File: src/rtl/cmd_triangle_serializer.sv
// Triangle command serializer: widens one triangle_t to the wire layout and
// streams it MSB-first as bytes. Option macro: CMD_SER_CHECKSUM_EN (XOR byte).
package types_pkg;

    typedef logic signed [24:0] fixed_q11x14;

    typedef struct packed {
        logic [3:0] r;
        logic [3:0] g;
        logic [3:0] b;
    } rgb444_t;

    typedef struct packed {
        rgb444_t     color;
        fixed_q11x14 x;
        fixed_q11x14 y;
        fixed_q11x14 z;
    } vertex_t;

    typedef struct packed {
        vertex_t v0;
        vertex_t v1;
        vertex_t v2;
    } triangle_t;

    typedef struct packed {
        logic [15:0] color;
        logic [31:0] x;
        logic [31:0] y;
        logic [31:0] z;
    } cmd_vertex_t;

    typedef struct packed {
        cmd_vertex_t v0;
        cmd_vertex_t v1;
        cmd_vertex_t v2;
    } cmd_triangle_t;

    function automatic logic [31:0] cvt_pos(fixed_q11x14 p);
        return {{5{p[24]}}, p, 2'b00};
    endfunction

    function automatic logic [15:0] cvt_color(rgb444_t c);
        return {c.r, c.r[3], c.g, c.g[3:2], c.b, c.b[3]};
    endfunction

    function automatic cmd_vertex_t cvt_vertex(vertex_t v);
        cmd_vertex_t w;
        w.color = cvt_color(v.color);
        w.x     = cvt_pos(v.x);
        w.y     = cvt_pos(v.y);
        w.z     = cvt_pos(v.z);
        return w;
    endfunction

endpackage

module cmd_triangle_serializer
    import types_pkg::*;
#(
    parameter int PIPE_ACCEPT = 1
) (
    input  logic       clk,
    input  logic       rst,
    input  logic       in_valid,
    output logic       in_ready,
    input  triangle_t  in_triangle,
    output logic       out_valid,
    input  logic       out_ready,
    output logic [7:0] out_data,
    output logic       out_last,
    output logic       busy
);

    localparam logic [5:0] LAST_IDX = 6'd41;

`ifdef CMD_SER_CHECKSUM_EN
    typedef enum logic [1:0] {IDLE, SEND, CSUM} state_t;
`else
    typedef enum logic [1:0] {IDLE, SEND} state_t;
`endif

    state_t        state;
    logic [335:0]  shreg;
    logic [5:0]    cnt;
    logic          rdy_q;
    cmd_triangle_t wide;
    logic          accept;
    logic          fire;
`ifdef CMD_SER_CHECKSUM_EN
    logic [7:0]    csum;
`endif

    // widen the incoming triangle to the wire layout
    always_comb begin
        wide    = '0;
        wide.v0 = cvt_vertex(in_triangle.v0);
        wide.v1 = cvt_vertex(in_triangle.v1);
        wide.v2 = cvt_vertex(in_triangle.v2);
    end

    assign in_ready = !rst && (rdy_q ||
                      (PIPE_ACCEPT != 0 && out_valid && out_last && out_ready));
    assign accept   = in_valid && in_ready;
    assign fire     = out_valid && out_ready;
    assign out_data = shreg[335:328];
    assign busy     = (state != IDLE);

    // frame sequencer: load on accept, shift one byte per handshake
    always_ff @(posedge clk) begin
        if (rst) begin
            state     <= IDLE;
            shreg     <= '0;
            cnt       <= '0;
            rdy_q     <= 1'b0;
            out_valid <= 1'b0;
            out_last  <= 1'b0;
`ifdef CMD_SER_CHECKSUM_EN
            csum      <= '0;
`endif
        end else begin
            case (state)
                IDLE: begin
                    rdy_q <= 1'b1;
                end
                SEND: begin
                    if (fire) begin
                        shreg <= shreg << 8;
                        cnt   <= cnt + 6'd1;
`ifdef CMD_SER_CHECKSUM_EN
                        csum  <= csum ^ out_data;
                        if (cnt == LAST_IDX) begin
                            state    <= CSUM;
                            shreg    <= {csum ^ out_data, 328'd0};
                            out_last <= 1'b1;
                        end
`else
                        if (cnt == LAST_IDX - 6'd1)
                            out_last <= 1'b1;
                        if (cnt == LAST_IDX) begin
                            state     <= IDLE;
                            out_valid <= 1'b0;
                            out_last  <= 1'b0;
                            rdy_q     <= 1'b1;
                        end
`endif
                    end
                end
`ifdef CMD_SER_CHECKSUM_EN
                CSUM: begin
                    if (fire) begin
                        state     <= IDLE;
                        out_valid <= 1'b0;
                        out_last  <= 1'b0;
                        rdy_q     <= 1'b1;
                    end
                end
`endif
                default: begin
                    state <= IDLE;
                end
            endcase

            if (accept) begin
                state     <= SEND;
                shreg     <= wide;
                cnt       <= '0;
                rdy_q     <= 1'b0;
                out_valid <= 1'b1;
                out_last  <= 1'b0;
`ifdef CMD_SER_CHECKSUM_EN
                csum      <= '0;
`endif
            end
        end
    end

endmodule
File: config.mk
export PLATFORM = sky130hd
export DESIGN_NAME = cmd_triangle_serializer
export DESIGN_NICKNAME = d
export VERILOG_FILES = /design/src/rtl/cmd_triangle_serializer.sv
export SDC_FILE = /design/constraint.sdc
export NUM_CORES = 1
export LEC_CHECK = 0
export CAP_MARGIN = 20
export CORE_MARGIN = 2
export CORE_UTILIZATION = 45
export CTS_CLUSTER_SIZE = 30
export DETAILED_ROUTE_END_ITERATION = 8
export MAX_ROUTING_LAYER = met4
export PLACE_DENSITY = 0.7
export SLEW_MARGIN = 15
export SYNTH_ARGS = -nofsm -noshare
export SYNTH_HDL_FRONTEND = slang
export SYNTH_SLANG_ARGS = --single-unit
File: constraint.sdc
create_clock -name clk -period 1.6 [get_ports clk]
set_input_delay 0.16 -clock clk [delete_from_list [all_inputs] [get_ports clk]]
set_output_delay 0.16 -clock clk [all_outputs]
set_load 0.02 [all_outputs]
Word-level counts from Yosys, hierarchy flattened
Index checks and enable logic that the tools add are counted.
{"block": "op_classes", "addsub": 1, "eq_ne": 8, "mux": 16, "bitwise": 1, "reduce_logical": 22}
{"op": "2-to-1 mux 336 bit", "count": 3}
{"op": "AND reduction 3 bit", "count": 5}
{"op": "equality test 6 bit (second input constant)", "count": 2}
{"op": "nonzero test 2 bit", "count": 6}
{"op": "2-to-1 mux 1 bit", "count": 9}
{"op": "adder 6 x 1 -> 6 bit (second input constant)", "count": 1}
{"op": "inequality test 2 bit (second input constant)", "count": 3}
{"op": "inequality test 3 bit (second input constant)", "count": 2}
{"op": "logical AND 1 bit", "count": 5}
{"op": "2-to-1 mux 2 bit", "count": 2}
{"op": "case mux 2 bit (2 select lines)", "count": 1}
{"op": "AND reduction 2 bit", "count": 2}
{"op": "equality test 2 x 1 -> 1 bit (second input constant)", "count": 1}
{"op": "zero test 2 bit", "count": 1}
{"op": "case mux 1 bit (2 select lines)", "count": 1}
{"op": "OR reduction 2 bit", "count": 1}
{"op": "zero test 1 bit", "count": 1}
{"op": "logical OR 1 bit", "count": 1}
{"op": "NOT 1 bit", "count": 1}
{"block": "word_totals", "ff_bits": 345, "input_bits": 265, "output_inout_bits": 12, "elab_cells": 56}

Depth between registers and ports, before layout
{"block": "depth", "ltp_word": 7, "ltp_mapped": 7, "depth_no_buf": 5}

Worst setup path before layout
OpenSTA, ideal clock, no wires.
{"block": "synth_timing", "path_kind": "flip-flop to flip-flop", "startpoint": "register out_valid", "endpoint": "register shreg[314]", "setup_time_ns": 0.147, "arrival_time_ns": 1.459, "t_required_ns": 1.453, "path_slack_ns": -0.006, "stages_incl_launch_ff": 7, "path_buffers": 3, "synth_period_minus_slack_ns": 1.606, "path_cell_list": "dfxtp_1 buf_4 a31oi_4 buf_6 buf_6 o31ai_1 a31oi_1"}
{"block": "synth_between", "elab_chain_len": 7, "word_cells_on_any_way": 10, "classes_between": "1 x mux; 9 x reduce/logical"}
{"item": "from (decl)", "line": "68", "rtl": "output logic out_valid,"}
{"item": "from (signal assigned)", "line": "116", "rtl": "out_valid <= 1'b0;"}
{"item": "from (signal assigned)", "line": "142", "rtl": "out_valid <= 1'b0;"}
{"item": "from (signal assigned)", "line": "169", "rtl": "out_valid <= 1'b1;"}
{"item": "logical AND 1 bit (2 in a row)", "line": "103", "rtl": "(PIPE_ACCEPT != 0 && out_valid && out_last && out_ready));"}
{"item": "logical OR 1 bit", "line": "102", "rtl": "assign in_ready = !rst && (rdy_q ||"}
{"item": "logical AND 1 bit", "line": "102"}
{"item": "logical AND 1 bit", "line": "104", "rtl": "assign accept = in_valid && in_ready;"}
{"item": "nonzero test 2 bit (no source line)"}
{"item": "AND reduction 2 bit (no source line)"}
{"item": "to (signal assigned)", "line": "128", "rtl": "shreg <= shreg << 8;"}
{"item": "to (signal assigned)", "line": "166", "rtl": "shreg <= wide;"}
{"item": "to (decl)", "line": "84", "rtl": "logic [335:0] shreg;"}
Parallel ways exist; a longest one is shown, timed or not.
A chain may end at the register's enable or synchronous reset.

Worst setup path in the final report
{"block": "layout_timing", "startpoint": "register out_last", "endpoint": "output port in_ready"}
{"block": "layout_between", "elab_chain_len": 4}
{"item": "from (decl)", "line": "71", "rtl": "output logic out_last,"}
{"item": "from (signal assigned)", "line": "117", "rtl": "out_last <= 1'b0;"}
{"item": "from (signal assigned)", "line": "139", "rtl": "out_last <= 1'b1;"}
{"item": "from (signal assigned)", "line": "143", "rtl": "out_last <= 1'b0;"}
{"item": "logical AND 1 bit (2 in a row)", "line": "103"}
{"item": "logical OR 1 bit", "line": "102"}
{"item": "logical AND 1 bit", "line": "102"}
{"item": "to (decl)", "line": "66", "rtl": "output logic in_ready,"}
Every way passes these cells.

==> reports/metrics.yaml <==
grt_pass1_vias: 13707
path_cells: "a31oi_4, nor2_4, buf_2"
via_per_inst: 5.752
status: "complete, no violations"
start_util: 0.4551
vias: 14864
finalCritPeriodShare: 0.9825
drive_above_1_share: 0.1082
syn_avg_cell_area_um2: 7.967
drt-initial-drc-count: 1357
dpl.hpwl_um: 30050
synth_most_common_cell: "nand2_1"
syn2layout_area_growth_pct: 37.86
gp_congestion: 0.8669
hold_end: "shreg[320]"
start_kind: "flip-flop"
cts_tree: "done"
netlist_top_cells_count: "nand2_1, dfxtp_1, nor3_1"
dieArea_mm2: 0.03429
grt_max_degree: 152
endpoint_kind: "output pin"
critPathBufInv: 1
ys_ff_latch: 344
drt_wl_total_um: 45600
dr.pass1.iters: 6
antenna_left: 0
worst_slew_pin_slew_ns: 0.7467
cts.sinks: 344
coreArea_mm2: 0.03245
wire_per_inst_um: 17.65
setup_viol_count_final: 0
die_height_um: 185.2
port_buffers: 276
max_freq_mhz: 636.1
hold_ws_ns: 0.1326
ys.warnings.count: 0
finalMaxSlewViolations: 0
fin_crit_ns: 1.572
finalSetupTns_ns: 0
synth_edf_count: 0
nets: 2376
timing.final.ws_setup_ns: 0.02796
cts_root_buf: "clkbuf_16"
route.detailed.drc: 0
synth_area_mm2: 0.01477
place_ws_ns: -0.3658
cp.required_ns: 1.44
critPathTopFamily: "flip-flops"
ys_async_sr_fraction: 0
clk_latency_ns: 0.52
leakage_nw: 6.828
fin_worst_skew_ns: 0.007231
rows: 66
r2r_slack_ns: 0.07
p_per_area_mw_per_mm2: 1059
finalHoldViolations: 0
max_stage_delay_ns: 0.34
antenna_found_initial: 6
min_path_cells: 4
crit_type: "reg2out"
timing.rr.end: "shreg[105]"
syn_inst: 1854
maxCapViolCount: 0
p_total_w: 0.02156
die_w_um: 185.2
cts_buffers: 38
synth-main-ff-cell: "dfxtp_1"
peakVddDrop_uv: 700.8
ios: 277
min-delay-start: "rst"
synth_nets: 2122
synth_cell_types: 32
arrival_ns: 1.41
clkTransAtPathRegs_ns: 0.06
rsz0062_at_grt: "true"
yosys.area.top_type_share: 0.4662
post-cts-setup-buffers: 0
htreeDepth: 2
cp_slowest_cell: "dfxtp_2"
globalRouteOverflowTotal: 0
grt_pass1_wl_um: 70540
crit_fanout: 4
cts_buffer_depth: 3
r2r_start: "out_valid"
utilization: 0.6274
hold_path.class: "in2reg"
max_slew_margin: 0.5022
grtUsageTotal: 0.2599
reg2regPathDepth: 5
yosys.area.top_type: "dfxtp_1"
synth.area.top_cells: "dfxtp_1, nand2_1, a311oi_1, nor3_1, a31oi_1"
seq_area_frac_synth: 0.4662
## sequential cells by signal (all words and copies together) (netlist names)
name and cells:
shreg 334, out_last 1, rdy_q 1, state 1, out_valid 1, cnt 6
## metal layers
| metal | vias to the layer above | part of all wire | GRT usage |
|---|---|---|---|
| li1 | 7173 | - | - |
| met1 | 7035 | 0.45 | 0.3543 |
| met2 | 574 | 0.45 | 0.3904 |
| met3 | 82 | 0.072 | 0.04562 |
| met4 | 0 | 0.026 | 0.08698 |
| met5 | - | 0 | - |
## worst min-delay path, cell delays in order
cell	delay (ns)
buf_6	0.11
inv_1	0.14
o31ai_1	0.14
a31oi_1	0.05
## through the flow
stage,instances,area [um^2]
final,2584,20360
after CTS,2573,20190
after global routing,2583,20360
after floorplan,1854,14780
after detailed placement,2506,18870
after global placement,2506,18870
## cells in the final DEF (no fill, tap or decap), drive strengths merged
cell,n
clkbuf,54
and3,1
nand4bb,1
or3,3
nand4,3
dfxtp,344
clkdlybuf4s15,3
a311oi,232
nand3,11
clkdlybuf4s50,263
a21oi,31
nand2,658
a31o,1
nor4bb,1
bufinv,5
diode,7
ha,3
a31oi,80
nor3,233
o211ai,8
buf,144
inv,5
o21ba,1
nor2,3
xor2,1
dlygate4sd2,8
clkinvlp,5
clkinv,6
o21ai,6
o31ai,21
## worst max-delay path by stage
stage,from,endpoint,slack (ns),cells after the start
finish,out_last,in_ready,0.03,3
global route,out_last,in_ready,-0.03,3
CTS,out_last,shreg[89],0.02,5
detailed placement,out_ready,in_ready,-0.37,4
global placement,out_ready,in_ready,-0.37,4
floorplan,out_valid,shreg[138],0.06,6
## area by class of cell
type                       count  area [um^2]
clock inverter                17        230.2
inverter                       4        22.52
antenna                        7        17.52
tap                          442        553.0
multi-input combinational   1298         6887
fill                        2794        12090
sequential                   344         6890
timing repair buffer         422         4662
clock buffer                  50         1100
## power breakdown
| part | total (W) | internal [W] | switching, W |
|---|---|---|---|
| clock network | 0.00924 | 0.00566 | 0.00358 |
| logic | 0.00282 | 0.00145 | 0.00137 |
| registers | 0.00950 | 0.00917 | 0.000331 |
## logic make-up after synthesis
group | Yosys count | synth area share
xor+xnor | 1 | 0.0005931
simple gates | 914 | 0.2559
flops | 344 | 0.4662
buf+inv | 212 | 0.07099
compound gates | 380 | 0.2037
fa+ha+maj | 3 | 0.002542
## what timing repair did
item | in CTS | in global routing
resized for setup | 22 | 12
hold buffers | 0 | 0
pin swaps | 0 | 1
endpoints found under the setup margin | 12 | 67
cloned | 0 | 4
Power figures use the tool's default switching activity.
==> patch 1 (config.mk and constraints unchanged) <==
Build with the macro `CMD_SER_CHECKSUM_EN` defined.
--- a/src/rtl/cmd_triangle_serializer.sv
+++ b/src/rtl/cmd_triangle_serializer.sv
@@ -1,4 +1,6 @@
 // Triangle command serializer: widens one triangle_t to the wire layout and
 // streams it MSB-first as bytes. Option macro: CMD_SER_CHECKSUM_EN (XOR byte).
+`define CMD_SER_CHECKSUM_EN
+
 package types_pkg;
 
Check against the original RTL: same outputs for any inputs over 4 cycles, from zero or initial values and one cycle with rst high; that may be too few to reach the edited logic, so the function may still have changed.
==> patch 1 against the unedited design <==
The flow now finishes with violations (setup timing); total power decreased by 3.3%; synthesized cell count is 10% lower; clock power is 5.3% lower; wire length fell by 5.5%; area after synthesis down 3.2%; sequential share of layout area grew 0.98 points; setup slack worse by 250 ps; design area fell by 0.23%; clock skew grew 5.4 ps; count of clock-buffer cells in the layout grew 12; sequential cell count grew 9.
==> patch 1: results (changes against the unedited design) <==
[synthesis]
synth_commonest_cells = dfxtp_1 (353), nor2_1 (318), nor3_1 (230), a221oi_1 (228), clkbuf_1 (106)
ys_seq_area_share_pct = 49.42  ; +2.8 points
synthTopCellsByArea = dfxtp_1 (49%), a221oi_1 (14%), nor2_1 (8.3%), nor3_1 (8.0%), a211oi_1 (4.0%)
syn-mean-instance-area_um2 = 8.573  ; +7.6%

[pwr]
finalPower_mw = 20.86  ; -3.3%
p_leak_nw = 7.048  ; +3.2%

[route]
viasPerCell = 5.905  ; +2.7%
drt_first_pass_iters = 7  ; +1
drt_wl_total_um = 43100  ; -5.5%

[run_status]
failed_checks = setup timing
status = finished, violations left

[critical_path]
rr_worst_depth = 9  ; +4
crit_fanout = 9  ; +5
rrSetupSlack_ps = -220  ; -290 ps
rr_endpoint = shreg[76]

[timing]
setup_viol_count_final = 336  ; +336
fin_ws_ps = -219.2  ; -247.2 ps
hold_slack_ps = 191.4  ; +58.78 ps
tightest_slew_ps = 1062  ; +315.2 ps

[cells_and_area]
drive_above_1_share_pct = 14.91  ; +4.1 points
layout.nets = 2199  ; -7.4%

[grt]
grt_max_degree = 222  ; +46%
antenna_found_initial = 1  ; -5
grt_pass1_wl_um = 68660  ; -2.7%

[worst_hold_path]
hold_depth = 3  ; -1
whs_endpoint = shreg[6]

[placement]
placedInstanceArea_um2 = 18110  ; -4.0%
dp.cells = 2277  ; -9.1%

-- patch 1: worst max path at each step --
| stage | from | end | slack, ps | cells past startpoint |
|---|---|---|---|---|
| 3_3_place_gp | out_ready | shreg[175] | -400 | 7 |
| 5_1_grt | cnt[1] | shreg[162] | -330 | 8 |
| 6_report | cnt[1] | shreg[76] | -220 | 9 |
| 3_5_place_dp | out_ready | shreg[63] | -550 | 7 |
| 2_1_floorplan | cnt[1] | shreg[299] | 4 | 8 |
| 4_1_cts | cnt[1] | shreg[154] | -210 | 8 |
-- patch 1: cells by family (layout without fill, tap and decap cells) --
family	Yosys count	in the layout	share of synthesized area (%)
and+or+nand+nor	714	714	22.12
AOI/OAI and AO/OA	385	385	21.23
DFF	353	353	49.42
buffers and inverters	197	488	6.020
xor gates and xnor gates	17	17	1.041
adders and majority gates	2	2	0.1750
other	0	1	0
-- patch 1: per-layer routing --
metal / GRT usage, % / share of wire, % / wire [µm] / vias up
met3: 4.570 / 6.8 / 2926 / 72
li1: - / - / - / 6733
met2: 40.73 / 47 / 20370 / 483
met5: - / 0 / 0 / -
met4: 8.290 / 2.8 / 1214 / 0
met1: 33.67 / 43 / 18590 / 6660
-- patch 1: critical path: stages (launching register included) --
cell	delay, ps
dfxtp_2	330
inv_2	40
ha_4	140
and4bb_2	250
a21oi_4	200
buf_8	200
buf_4	150
buf_12	140
a221oi_1	80
nor3_1	200
-- patch 1: final cells by class --
class,count,share of cell area (%)
well taps,402,2.476
diodes,1,0.01232
clock buffers,62,5.980
inverters,7,0.1293
repair buffers,414,21.99
multi-input cells,1118,34.32
clock inverters,5,0.2648
flip-flops and latches,353,34.82
-- patch 1: repair_timing --
action	in CTS	in global routing
setup buffers	8	3
pin swaps	25	7
cloned	5	2
resized for setup	100	31
endpoints found under the setup margin	345	352
==> patch 2 (config.mk and constraints unchanged) <==
Made on the original files. One comparison of `cnt` changes from == to >=.
--- a/src/rtl/cmd_triangle_serializer.sv
+++ b/src/rtl/cmd_triangle_serializer.sv
@@ -138,5 +138,5 @@
                         if (cnt == LAST_IDX - 6'd1)
                             out_last <= 1'b1;
-                        if (cnt == LAST_IDX) begin
+                        if (cnt >= LAST_IDX) begin
                             state     <= IDLE;
                             out_valid <= 1'b0;
Formal check against the unedited RTL: same outputs for any inputs over 4 cycles, from zero or initial values and one cycle with rst high; that may be too few to reach the edited logic, so the function may still have changed.
==> patch 2 against the unedited design <==
Die area rose by 5.6%; global-route usage down 1.4 points; wire length is 2.1% lower; area after synthesis is 5.7% higher; setup slack gained 5.8 ps; design area up 1.3%; via count down 2.0%; sequential cell count unchanged; total power shrank 0.56%.
==> patch 2: results (changes against the unedited design) <==
[grt]
antenna_found_initial = 2  ; -4
grt_pass1_vias = 13881  ; +1.3%
grt_pass1_wl_um = 71550  ; +1.4%
met3_usage_pct = 3.349  ; -1.2 points
use_met1_pct = 33.94  ; -1.5 points
grt.total_usage_pct = 24.57  ; -1.4 points
grtUsageMet2_pct = 38.08  ; -0.96 points

[timing]
skew_ps = 11.60  ; +4.368 ps
hold_slack_ps = 114.1  ; -18.45 ps
tightest_slew_ps = 1031  ; +284.3 ps

[synthesis]
synthTopCellsByArea = dfxtp_1 (44%), nand2_1 (16%), a311oi_2 (8.5%), a311oi_1 (8.1%), nor3_1 (7.5%)
synth_fp_nets = 2129  ; +0.33%
synthDistinctLibCells = 36  ; +13%
synth_commonest_cells = nand2_1 (657), dfxtp_1 (344), nor3_1 (234), a311oi_1 (144), a311oi_2 (88)
ys_seq_area_share_pct = 44.10  ; -2.5 points
async_flop_share_pct = 0  ; unchanged

[cells_and_area]
drive_above_1_share_pct = 13.84  ; +3.0 points
layout.nets = 2362  ; -0.59%
fillCellCount = 3005  ; +7.6%

[clock_network]
cts_buffers = 38  ; unchanged
clkTransAtPathRegs_ps = 60  ; about the same

[route]
drt_iter0_markers = 1188  ; -12%
viasPerCell = 5.660  ; -1.6%
drt_first_pass_iters = 5  ; -1
num_vias = 14570  ; -2.0%

[critical_path]
rr_worst_depth = 6  ; +1
crit_fanout = 6  ; +2
r2r-start = rdy_q
critical_path.startpoint = state[0]
rr_endpoint = shreg[213]

[placement]
dpl.hpwl_um = 29600  ; -1.5%
post-place-ws_ps = -352.9  ; +12.91 ps
place.gp.congestion = 0.8505  ; -1.9%
dp.cells = 2507  ; +0.040%
placedInstanceArea_um2 = 19290  ; +2.2%

[pwr]
irDropWorstVdd_v = 0.0007182  ; +2.5%

[run_status]
status = finished, final reports clean

[worst_hold_path]
hold_path.class = in -> reg

patch 2: logic make-up after synthesis:
kind of cell	after synthesis	share of synthesized area, %
and+or+nand+nor	916	24.28
xor gates and xnor gates	1	0.05610
DFF	344	44.10
buffers and inverters	214	8.397
AOI/OAI and AO/OA	381	22.84
adders and majority gates	4	0.3205
patch 2: what timing repair did:
action                                  4_1_cts  5_1_grt
pin swaps                                     0        5
cloned                                        0        1
gates resized for setup                      21        4
endpoints found under the setup margin       17       36
patch 2: power by group:
group / total (mW) / switching [mW] / internal [mW]
Sequential: 9.50 / 0.323 / 9.17
Clock: 9.10 / 3.44 / 5.65
Combinational: 2.85 / 1.41 / 1.44
Total: 21.4 / 5.17 / 16.3
patch 2: cell type report:
cell class / instances / area (µm²) / share of cell area, %
diodes: 2 / 5.005 / 0.02427
clock buffers: 52 / 1075 / 5.213
clock inverters: 12 / 217.7 / 1.056
inverters: 5 / 26.28 / 0.1274
multi-input cells: 1302 / 7462 / 36.19
flip-flops and latches: 344 / 6889 / 33.41
well taps: 455 / 569.3 / 2.761
repair buffers: 402 / 4373 / 21.21
patch 2: worst max path at each step:
stage	to	slack (ps)	cells after the start
global route	shreg[213]	-20	6
global placement	shreg[46]	-270	6
finish	busy	30	2
floorplan	shreg[138]	30	6
detailed placement	shreg[88]	-350	7
CTS	busy	7	2
patch 2: worst max-delay path, stage by stage, from the launching register on:
cell           delay, ps
dfxtp_1              340
buf_4                150
dlygate4sd2_1        400
patch 2: layer usage:
metal	up-vias	share of wire (%)	wire length, µm
met4	0	2.0	912
met2	462	46	20460
li1	7141	-	-
met1	6904	46	20590
met3	63	6.1	2703
met5	-	0	0
